File: config.mk
export PLATFORM = sky130hd
export DESIGN_NAME = multiword_add_seq
export DESIGN_NICKNAME = d
export VERILOG_FILES = /design/src/rtl/multiword_add_seq.sv
export SDC_FILE = /design/constraint.sdc
export NUM_CORES = 1
export LEC_CHECK = 0
export CORE_MARGIN = 10
export CORE_UTILIZATION = 43
export CTS_BUF_LIST = sky130_fd_sc_hd__clkbuf_16
export CTS_CLUSTER_DIAMETER = 200
export DETAILED_ROUTE_END_ITERATION = 8
export PLACE_DENSITY = 0.77
export SYNTH_ARGS = -nofsm -noshare
export SYNTH_HDL_FRONTEND = slang
export SYNTH_SLANG_ARGS = --single-unit
File: constraint.sdc
create_clock -name clk -period 2.8 [get_ports clk]
set_input_delay 0.28 -clock clk [delete_from_list [all_inputs] [get_ports clk]]
set_output_delay 0.28 -clock clk [all_outputs]
set_load 0.01 [all_outputs]
File: src/rtl/multiword_add_seq.sv
// Sequential multi-word adder: one WIDTH-bit word per handshake, least-significant word
// first, with the ripple adder's carry-out fed back as the next word's carry-in.

module gen_FA #(
   parameter int WIDTH = 5
) (
   input  logic [WIDTH-1:0] a,
   input  logic [WIDTH-1:0] b,
   input  logic             c_in,
   output logic [WIDTH-1:0] sum,
   output logic             c_out
);
   logic [WIDTH:0] c;

   assign c[0] = c_in;
   for (genvar i = 0; i < WIDTH; i++) begin : g_bit
      assign sum[i]   = a[i] ^ b[i] ^ c[i];
      assign c[i+1]   = (a[i] & b[i]) | (c[i] & (a[i] ^ b[i]));
   end
   assign c_out = c[WIDTH];
endmodule

module multiword_add_seq #(
   parameter  int WIDTH = 5,
   parameter  int WORDS = 4,
   localparam int IW    = (WORDS > 2) ? $clog2(WORDS) : 1
) (
   input  logic             clk,
   input  logic             rst,
   input  logic             start,
   input  logic             c_in,
   input  logic             in_valid,
   output logic             in_ready,
   input  logic [WIDTH-1:0] a,
   input  logic [WIDTH-1:0] b,
   output logic [WIDTH-1:0] sum,
   output logic             sum_valid,
   output logic [IW-1:0]    word_idx,
   output logic             c_out,
   output logic             done,
   output logic             busy,
   output logic [1:0]       state_dbg
);
   typedef enum logic [1:0] {
      S_IDLE = 2'd0,
      S_RUN  = 2'd1,
      S_DONE = 2'd2
   } state_t;

   localparam logic [IW-1:0] LAST_IDX = IW'(WORDS - 1);

   state_t           state_q;
   logic             carry_q;
   logic [IW-1:0]    cnt_q;
   logic [WIDTH-1:0] sum_q;
   logic             sum_valid_q;
   logic [IW-1:0]    word_idx_q;
   logic             c_out_q;
   logic             done_q;

   logic [WIDTH-1:0] fa_sum;
   logic             fa_cout;

   gen_FA #(.WIDTH(WIDTH)) u_fa (
      .a     (a),
      .b     (b),
      .c_in  (carry_q),
      .sum   (fa_sum),
      .c_out (fa_cout)
   );

   // Handshake: a word transfers on a rising edge where in_valid && in_ready; in_ready
   // is high for the whole of RUN and never depends on in_valid. Outputs have no ready.
   assign in_ready  = (state_q == S_RUN);
   assign busy      = (state_q != S_IDLE);
   assign sum       = sum_q;
   assign sum_valid = sum_valid_q;
   assign word_idx  = word_idx_q;
   assign c_out     = c_out_q;
   assign done      = done_q;
   assign state_dbg = state_q;

   always_ff @(posedge clk or posedge rst) begin
      if (rst) begin
         state_q     <= S_IDLE;
         carry_q     <= 1'b0;
         cnt_q       <= '0;
         sum_q       <= '0;
         sum_valid_q <= 1'b0;
         word_idx_q  <= '0;
         c_out_q     <= 1'b0;
         done_q      <= 1'b0;
      end else begin
         sum_valid_q <= 1'b0;
         done_q      <= 1'b0;
         case (state_q)
            S_IDLE: begin
               if (start) begin
                  carry_q <= c_in;
                  cnt_q   <= '0;
                  c_out_q <= 1'b0;
                  state_q <= S_RUN;
               end
            end
            S_RUN: begin
               if (in_valid) begin
                  carry_q     <= fa_cout;
                  sum_q       <= fa_sum;
                  word_idx_q  <= cnt_q;
                  sum_valid_q <= 1'b1;
                  // The counter stops at the last index so it never leaves 0..WORDS-1.
                  if (cnt_q == LAST_IDX) begin
                     c_out_q <= fa_cout;
                     done_q  <= 1'b1;
                     state_q <= S_DONE;
                  end else begin
                     cnt_q <= cnt_q + 1'b1;
                  end
               end
            end
            S_DONE: begin
               state_q <= S_IDLE;
            end
            default: begin
               state_q <= S_IDLE;
            end
         endcase
      end
   end
endmodule

==> results.md <==
- Run status: completed
- Core Area: 1750 um^2
- Cell Rows: 15
- Clock sinks: 15
- Distinct cell type count of the synthesized netlist: 29
- Count of H-tree levels built during CTS: 1
- Power density over the cells: 1020 nW/um^2
- Number of antenna violations at the first check in global routing: 0
- Most frequent standard cell in the layout excluding fill and tap cells: sky130_fd_sc_hd__clkdlybuf4s50_1
- Critical Setup Path Class: in -> reg
- Number of synthesized register bits: 15
- Vias/cell: 4.89
- CTS tree: done
- Routed length per placed instance: 14.9 um
- Maximum buffer depth of the clock tree: 2
- Achievable clock frequency: 0.387 GHz
- Post-synthesis instance total: 66
- Root Buffer: sky130_fd_sc_hd__clkbuf_16
- Worst Path Max Fanout: 1
- Arrival time at the worst endpoint: 2750 ps
- Area of all placed cells without fillers: 1180 um^2
- Number of antenna repair diodes: 0
- Fill cell total of the finished layout: 133
- Number of global-route vias before repair: 674
- NumNets Final: 117
- Final Hold Vio Count: 0
- Width of the chip: 63.4 um
- Final critical path time including I/O delays and setup: 2580 ps
- Maximum Capacitance Violations: 0
- Layout cells sized above 1: 0.137
- Detailed Route Iter0 Violations: 16
- Total placed instance area: 1100 um^2
- I/O pins: 29
- GRT overflow: 0
- Via total after detailed routing: 587
- Slowest cell delay on critical path: 430 ps
- Remaining design rule violation count: 0
- Final setup viols: 0
- # resized after CTS: 0
- Maximum number of pins on one net before global-route repair: 16
- Clock-pin slew on the worst setup and hold paths: 50 ps
- Number of input and output port buffers inserted: 28
- Data required time at the worst endpoint: 2970 ps
- Crit-path cells: clkdlybuf4s50_1, fa_1, inv_1, fa_1, inv_1, fa_1, fa_1, inv_1, fa_1, a21oi_1
- All-layer global routing usage: 0.0979
- RSZ-0062 raised after global routing: false
- Routed Wire Length: 1790 um
- Worst relative slew slack: 0.623
- Crit-path most repeated cell: sky130_fd_sc_hd__fa_1
- Avg Cell Area, Syn: 12.2 um^2
- Final core utilization: 0.674
- Warning count from the yosys run: 0
- Height of the die: 63.4 um
- Worst IR Drop VDD: 0.488 mV
- Detail Placement HPWL: 1400 um
- First-pass GRT wire length: 3130 um
- Final ANT Viol Nets: 0
- Die Area: 4010 um^2
- Fin crit share: 0.923
- RePlAce Congestion: 0.763
- Worst setup timing slack at the placement stage: -62.7 ps
- Clock power share: 0.223
- Initial standard-cell utilization of the core: 0.463
- Top library cells by usage in the layout, fill and taps aside: 28 x sky130_fd_sc_hd__clkdlybuf4s50_1, 15 x sky130_fd_sc_hd__dfrtp_1, 11 x sky130_fd_sc_hd__inv_1
- Relative contribution of sequential cells to total power: 0.341
- Worst-case setup margin in the final layout: 216 ps
- Class of the tightest hold or removal check: in -> async
- Combinational Power Share: 0.436
- Crit start category: primary input
- Synth Net Count: 87
- Slowest cell on crit path: sky130_fd_sc_hd__clkdlybuf4s50_1
- Internal power: 0.830 mW
- WHS: 403 ps
- Critical path endpoint category: flop
- Clock latency at the later pin of the worst-skew pair: 240 ps
- Pre-antenna DRT Iters: 4
- Slew at the pin closest to its max-slew limit: 565 ps
- CTS Buf Count: 3
- Sequential fraction of the synthesis area: 0.464
- Post CTS Setup Buffer Count: 0
- Final setup TNS: 0 ps
- Power spent charging and discharging nets: 0.368 mW
- Switching share of total power: 0.307
- Combined area of all synthesized cells: 808 um^2
- Number of pins exceeding their max-slew limit in the final report: 0
- Setup Skew: 0.778 ps
- Area growth from synthesis to layout: 45.5%
- Static leakage: 0.552 nW
- Hold bufs inserted after CTS: 0
registers in the layout (all words and copies together) (netlist names):
signal / cells
sum: 5
cnt_q: 2
state_dbg: 2
word_idx: 2
c_out: 1
carry_q: 1
done: 1
sum_valid: 1
cell families (layout without fill, tap and decap cells):
kind of cell / count (synthesis) / count (layout) / synth area share
mux: 7 / 7 / 0.108
fa+ha+maj: 6 / 6 / 0.139
buf+inv: 13 / 42 / 0.0743
simple gates: 15 / 15 / 0.122
compound gates: 10 / 10 / 0.0913
flops: 15 / 15 / 0.464
Yosys cell counts:
| master | number | area (um^2) |
|---|---|---|
| sky130_fd_sc_hd__mux2_2 | 2 | 22.5 |
| sky130_fd_sc_hd__nor2_1 | 4 | 15.0 |
| sky130_fd_sc_hd__a221o_1 | 1 | 10.0 |
| sky130_fd_sc_hd__nor3_1 | 1 | 5.00 |
| sky130_fd_sc_hd__a21o_1 | 1 | 7.51 |
| sky130_fd_sc_hd__buf_4 | 1 | 7.51 |
| sky130_fd_sc_hd__nor2b_1 | 1 | 6.26 |
| sky130_fd_sc_hd__and3_1 | 2 | 12.5 |
| sky130_fd_sc_hd__o21ai_0 | 1 | 5.00 |
| sky130_fd_sc_hd__o311ai_0 | 1 | 8.76 |
| sky130_fd_sc_hd__clkbuf_1 | 1 | 3.75 |
| sky130_fd_sc_hd__mux2i_1 | 2 | 20.0 |
| sky130_fd_sc_hd__buf_6 | 1 | 11.3 |
| sky130_fd_sc_hd__ha_1 | 1 | 12.5 |
| sky130_fd_sc_hd__nand3_1 | 1 | 5.00 |
| sky130_fd_sc_hd__dfrtp_1 | 15 | 375 |
| sky130_fd_sc_hd__a211o_1 | 1 | 8.76 |
| sky130_fd_sc_hd__inv_1 | 10 | 37.5 |
| sky130_fd_sc_hd__mux2_4 | 3 | 45.0 |
| sky130_fd_sc_hd__a21oi_1 | 2 | 10.0 |
| sky130_fd_sc_hd__nand2_1 | 1 | 3.75 |
| sky130_fd_sc_hd__a311oi_1 | 1 | 8.76 |
| sky130_fd_sc_hd__or2_2 | 1 | 6.26 |
| sky130_fd_sc_hd__and2_2 | 2 | 15.0 |
| sky130_fd_sc_hd__o31ai_1 | 1 | 7.51 |
| sky130_fd_sc_hd__and3b_2 | 1 | 10.0 |
| sky130_fd_sc_hd__nand3b_4 | 1 | 20.0 |
| sky130_fd_sc_hd__fa_1 | 5 | 100 |
| sky130_fd_sc_hd__o211ai_1 | 1 | 7.51 |
final cells by class:
cell class / count / area [um^2] / share of cell area
clock buffer: 3 / 75.1 / 0.0638
tap: 25 / 31.3 / 0.0266
sequential: 15 / 375 / 0.319
timing repair buffer: 28 / 280 / 0.238
inverter: 10 / 37.5 / 0.0319
clock inverter: 1 / 3.75 / 0.00319
multi-input combinational: 38 / 373 / 0.317
critical path: cells and delay by family:
kind / cells / cell delay [ps]
fa+ha+maj: 5 / 1720
buf+inv: 4 / 620
compound gates: 1 / 130
worst paths after layout:
path | from | endpoint | slack (ps) | cells past startpoint
worst max-delay path | a[0] | sum[4] | 220 | 10
worst min-delay path | rst | word_idx[1] | 400 | 2
worst max register to register | carry_q | sum[4] | 340 | 9
worst min register to register | word_idx[0] | word_idx[0] | 500 | 1
max in group asynchronous | rst | sum[0] | 2030 | 2
min in group clk | word_idx[0] | word_idx[0] | 500 | 1
per-stage QoR:
step,cells,total power [mW]
2_1_floorplan,66,0.696
3_3_place_gp,116,0.922
3_5_place_dp,116,0.945
4_1_cts,120,1.21
5_1_grt,120,1.29
6_report,120,1.20
power by group through the flow:
stage / sequential (mW) / clock (mW) / combinational [mW]
2_1_floorplan: 0.411 / 0 / 0.285
3_3_place_gp: 0.403 / 0 / 0.519
3_5_place_dp: 0.411 / 0 / 0.534
4_1_cts: 0.408 / 0.270 / 0.537
5_1_grt: 0.428 / 0.285 / 0.579
6_report: 0.408 / 0.267 / 0.522
layer usage:
metal	GRT usage	up-vias	wire, um
li1	-	281	-
met2	0.151	19	833
met1	0.120	285	847
met3	0.0247	2	76
met5	0	-	0
met4	0.0574	0	28
Note: power is estimated with default switching activity, not from simulation.
